===== src/rtl/vga_fb_fetch.sv =====
// Frame-buffer pixel fetch behind the VGA timing generator: power-of-two upscaled
// read addressing, blanked RGB output and sync delayed to match the RAM read latency.
module vga_fb_fetch #(
  parameter int unsigned HEN      = 800,
  parameter int unsigned VEN      = 600,
  parameter int unsigned FB_W     = 200,
  parameter int unsigned FB_H     = 150,
  parameter int unsigned SCALE_SH = 2,
  parameter int unsigned AW       = 15,
  parameter int unsigned DW       = 12,
  parameter int unsigned RD_LAT   = 1
) (
  input  logic          pclk,
  input  logic          rst,
  input  logic          hen,
  input  logic          ven,
  input  logic          hs,
  input  logic          vs,
  input  logic [DW-1:0] rdata,
  output logic [AW-1:0] raddr,
  output logic          rd_en,
  output logic [DW-1:0] rgb,
  output logic          hs_o,
  output logic          vs_o,
  output logic          frame_start
);

  localparam int unsigned L  = 1 + RD_LAT;
  localparam int unsigned SW = (SCALE_SH > 0) ? SCALE_SH : 1;
  localparam logic [SW-1:0] SUB_MAX  = SW'((1 << SCALE_SH) - 1);
  localparam logic [AW-1:0] ROW_STEP = AW'(FB_W);

  if (HEN != (FB_W << SCALE_SH) || VEN != (FB_H << SCALE_SH)) begin : g_geom_err
    $error("vga_fb_fetch: display size is not the frame buffer scaled by 2**SCALE_SH");
  end
  if (RD_LAT < 1 || RD_LAT > 3) begin : g_lat_err
    $error("vga_fb_fetch: RD_LAT must be 1..3");
  end

  typedef struct packed {
    logic hs;
    logic vs;
    logic dv;
    logic fs;
  } tap_t;

  logic          de;
  logic          de_q;
  logic          first;
  logic          locked;
  logic [AW-1:0] ptr;
  logic [AW-1:0] line_base;
  logic [SW-1:0] x_sub;
  logic [SW-1:0] y_sub;
  tap_t          pipe [L];

  always_comb begin
    de = hen & ven;
  end

  // Address generation: horizontal replication within a line, row replication across lines.
  always_ff @(posedge pclk or posedge rst) begin
    if (rst) begin
      de_q      <= 1'b0;
      first     <= 1'b0;
      locked    <= 1'b0;
      ptr       <= '0;
      line_base <= '0;
      x_sub     <= '0;
      y_sub     <= '0;
    end else begin
      de_q <= de;
      if (!ven) begin
        ptr       <= '0;
        line_base <= '0;
        x_sub     <= '0;
        y_sub     <= '0;
        first     <= 1'b1;
        locked    <= 1'b1;
      end else if (de) begin
        first <= 1'b0;
        if (x_sub == SUB_MAX) begin
          x_sub <= '0;
          ptr   <= ptr + AW'(1);
        end else begin
          x_sub <= x_sub + SW'(1);
        end
      end else if (de_q) begin
        x_sub <= '0;
        if (y_sub == SUB_MAX) begin
          y_sub     <= '0;
          line_base <= line_base + ROW_STEP;
          ptr       <= line_base + ROW_STEP;
        end else begin
          y_sub <= y_sub + SW'(1);
          ptr   <= line_base;
        end
      end
    end
  end

  always_ff @(posedge pclk or posedge rst) begin
    if (rst) begin
      raddr <= '0;
      rd_en <= 1'b0;
    end else begin
      rd_en <= de & locked;
      if (de) begin
        raddr <= ptr;
      end
    end
  end

  // Sync and pixel-valid taps run L stages so they land on the same edge as rgb.
  always_ff @(posedge pclk or posedge rst) begin
    if (rst) begin
      for (int unsigned i = 0; i < L; i++) begin
        pipe[i] <= '0;
      end
    end else begin
      pipe[0] <= '{hs: hs, vs: vs, dv: de & locked, fs: de & first & locked};
      for (int unsigned i = 1; i < L; i++) begin
        pipe[i] <= pipe[i-1];
      end
    end
  end

  always_ff @(posedge pclk or posedge rst) begin
    if (rst) begin
      rgb         <= '0;
      hs_o        <= 1'b0;
      vs_o        <= 1'b0;
      frame_start <= 1'b0;
    end else begin
      rgb         <= pipe[L-1].dv ? rdata : '0;
      hs_o        <= pipe[L-1].hs;
      vs_o        <= pipe[L-1].vs;
      frame_start <= pipe[L-1].fs;
    end
  end

endmodule

===== config.mk =====
export PLATFORM = sky130hd
export DESIGN_NAME = vga_fb_fetch
export DESIGN_NICKNAME = d
export VERILOG_FILES = /design/src/rtl/vga_fb_fetch.sv
export SDC_FILE = /design/constraint.sdc
export NUM_CORES = 1
export LEC_CHECK = 0
export BUFFER_PORTS_ARGS = -buffer_cell sky130_fd_sc_hd__buf_2
export CORE_UTILIZATION = 31
export CTS_CLUSTER_SIZE = 12
export DETAILED_ROUTE_END_ITERATION = 16
export GPL_TIMING_DRIVEN = 0
export PLACE_DENSITY = 0.49
export SYNTH_ARGS = -nofsm -noshare
export SYNTH_HDL_FRONTEND = slang
export SYNTH_SLANG_ARGS = --single-unit

===== constraint.sdc =====
create_clock -name pclk -period 2.1 [get_ports pclk]
set_input_delay 0.21 -clock pclk [delete_from_list [all_inputs] [get_ports pclk]]
set_output_delay 0.21 -clock pclk [all_outputs]
set_load 0.02 [all_outputs]

==> summary.md <==
| Metric | Value |
|---|---|
| Outcome | finished clean |
| Sum Neg Setup Slack | 0 ps |
| Vias per inst | 4.678 |
| Detail Route Antenna Nets | 0 |
| Largest net degree at the start of global routing | 54 |
| R2r setup slk | 120 ps |
| Final-stage net count | 387 |
| CTS Buf Count | 9 |
| Syn-to-layout area delta | 21.46% |
| Initial Util | 0.3199 |
| Worst-path fanout max | 6 |
| Placed cells | 487 |
| Residual DRC | 0 |
| Core ar. | 10370 um2 |
| FF+latch count, synth | 72 |
| Simple-gate share of the synthesized area | 0.1890 |
| H-tree depth | 3 |
| CP Launch Type | flip-flop |
| Worst setup EP type | flip-flop |
| Most used DFF post-synth | dfrtp_1 |
| Row cnt | 37 |
| PortBufs | 47 |
| Vias in the first global route | 2381 |
| Maxcap violations | 0 |
| Routed WL per cell | 14.12 um |
| Hold Vio Cnt, Final | 0 |
| Initial drt markers | 134 |
| GRT overflow | 0 |
| CP peak stage delay | 470 ps |
| GRT Util Overall | 0.1424 |
| Overall power | 2.842 mW |
| Syn_nets | 325 |
| Slew Limit Headroom | 0.6587 |
| Worst hold slack | 69.53 ps |
| Clock Sinks | 72 |
| Root Driver | clkbuf_8 |
| DP Worst Slack | -167.7 ps |
| Cell Area, Placed | 3752 um2 |
| Final cell utilization of the core | 0.3885 |
| 1st-pass router iterations | 4 |
| Leakage | 1.956 nW |
| Tmin final | 1980 ps |
| CP cell instances | ha_1 -> a211oi_2 -> nor3_1 -> o311ai_2 -> o21bai_1 -> o2bb2ai_1 |
| Antenna violations before repair | 0 |
| Worst endpoint required time | 2320 ps |
| Detailed Place HPWL | 4.995 mm |
| EDFF count, synth | 0 |
| Met2 usage | 0.2180 |
| Fraction of registers with async set/reset | 1.000 |
| CP max-delay cell | dfrtp_1 |
| Peak VDD IR | 0.3668 mV |
| Setup CP Type | flip-flop to flip-flop |
| Setup WS post-layout | 120.1 ps |
| Post-Syn Area | 3317 um2 |
| I/O pin total | 49 |
| M1 GR Usage | 0.1894 |
| Antenna cells | 0 |
| Slew @ Worst Pin | 512.0 ps |
| Post-synthesis compound-gate area fraction | 0.09883 |
| Mapped Cells | 303 |
| Clock Tree Buf Depth | 2 |
| Vias | 2367 |
| Setup Skew | 8.753 ps |
| RSZ-0062 raised after global routing | no |
| Critical Path AT | 2200 ps |
| Most Crowded Layer GR | met2 |
| Final period util | 0.9428 |
| M3 GR Usage | 0.03340 |
| Seq/Total Area, Yosys | 0.5432 |
| Largest family of logic cells by synthesized area | simple AND/OR/NAND/NOR gates |
| Final setup vio count | 0 |
| DRT Wirelength | 7.144 mm |
| Die ar. | 11120 um2 |
| Gpl congestion | 0.7678 |
| Worst Path Buf+Inv | 0 |
| PD cells | 705.4 nW/um2 |
| CTS tree | done |
| Design area | 4029 um2 |
| Layout cells sized above 1 | 0.2649 |
| Clock Latency Late Sink | 350 ps |
| Hold crit path type | input pin to flip-flop |
| Die Span Y | 105.4 um |
| Die Span X | 105.4 um |
| Yosys warning total | 0 |
| Pins over their slew limit | 0 |
| Number of library cell types mapped by synthesis | 53 |
| Max frequency | 505.1 MHz |
| Synth Area in Adders | 0.01509 |
| Xor and xnor fraction of the mapped netlist area | 0.05545 |
| First-pass GRT wire length | 12.09 mm |
| CP top delay family | compound AO/OA/AOI/OAI gates |
| Fillcell total | 1061 |
| Mux cell area share after synthesis | 0.06677 |
| CTS clock-pin slew for the worst setup and hold paths | 80 ps |
| Avg Inst Size Synth | 10.95 um2 |
| Most common cell after layout, fill and taps aside | dfrtp_1 |
| Commonest cells after routing, fill and taps aside | 72 x dfrtp_1, 48 x buf_2, 29 x nand2_1 |
| Non-filler cells, final | 506 |
## registers in the layout (all words and copies together) (netlist names)
name	cells
pipe	8
ptr	15
first	1
vs_o	1
locked	1
rgb	12
line_base	12
de_q	1
frame_start	1
y_sub	2
hs_o	1
raddr	15
x_sub	2
## cells by family (layout without fill, tap and decap cells)
kind of cell             after synthesis  after routing
AO/OA/AOI/OAI                         46             46
AND/OR/NAND/NOR                      118            118
multiplexers                          20             20
adder cells (fa/ha/maj)                4              4
XOR/XNOR                              21             21
buffers and inverters                 22             89
flip-flops                            72             72
## synthesized netlist by cell type, types with 2 or more instances
| cell | number | share of area |
|---|---|---|
| xor2_1 | 9 | 0.024 |
| and2_2 | 2 | 0.0045 |
| ha_1 | 4 | 0.015 |
| inv_1 | 4 | 0.0045 |
| o21a_1 | 2 | 0.0045 |
| buf_6 | 2 | 0.0068 |
| o21bai_1 | 2 | 0.0045 |
| a31oi_1 | 2 | 0.0038 |
| nor3b_1 | 2 | 0.0045 |
| a21o_1 | 2 | 0.0045 |
| a21boi_0 | 2 | 0.0045 |
| xnor2_1 | 12 | 0.032 |
| o211ai_1 | 2 | 0.0045 |
| dfrtp_1 | 72 | 0.54 |
| buf_2 | 2 | 0.0030 |
| nor2_1 | 16 | 0.018 |
| and2_1 | 23 | 0.043 |
| nand2_1 | 29 | 0.033 |
| a222oi_1 | 4 | 0.012 |
| nor3_1 | 6 | 0.0091 |
| nand3_1 | 14 | 0.021 |
| mux2i_1 | 3 | 0.0091 |
| a21oi_1 | 8 | 0.012 |
| mux2_2 | 17 | 0.058 |
| clkbuf_1 | 10 | 0.011 |
| nand4_1 | 3 | 0.0057 |
| and3_1 | 4 | 0.0075 |
| o21ai_0 | 11 | 0.017 |
| nor2b_1 | 10 | 0.019 |
## where the power goes
group          total (mW)  internal [mW]  switching (mW)
clock                1.22          0.700           0.519
sequential           1.43           1.42          0.0153
combinational       0.190         0.0694           0.120
## timing repair
item	CTS	global route
pin swaps	0	1
hold buffers	3	0
setup endpoints to repair	1	3
hold endpoints to repair	21	0
gates resized for setup	2	3
buffers inserted	0	0
## routing by layer
layer	routed length, um	vias to the layer above
li1	-	1172
met1	3428	1142
met2	3339	45
met3	271	8
met4	105	0
met5	0	-
## final timing paths
check | startpoint | endpoint | depth (start not counted)
setup / recovery | line_base[3] | ptr[9] | 6
hold / removal | rdata[9] | rgb[9] | 2
setup reg to reg | line_base[3] | ptr[9] | 6
hold reg to reg | pipe[2] | vs_o | 0
max in group asynchronous | rst | raddr[11] | 4
min in group asynchronous | rst | pipe[7] | 3
## final cells by class
cell class	count	area [um2]	area share
Tap cell	136	170.2	0.04224
Timing Repair Buffer	51	292.8	0.07267
Clock buffer	11	141.4	0.03509
Inverter	5	21.27	0.005280
Clock inverter	5	80.08	0.01988
Multi-Input combinational cell	209	1433	0.3556
Buffer	17	88.84	0.02205
Sequential cell	72	1802	0.4472
No activity file was read; power rests on OpenSTA's default activity.
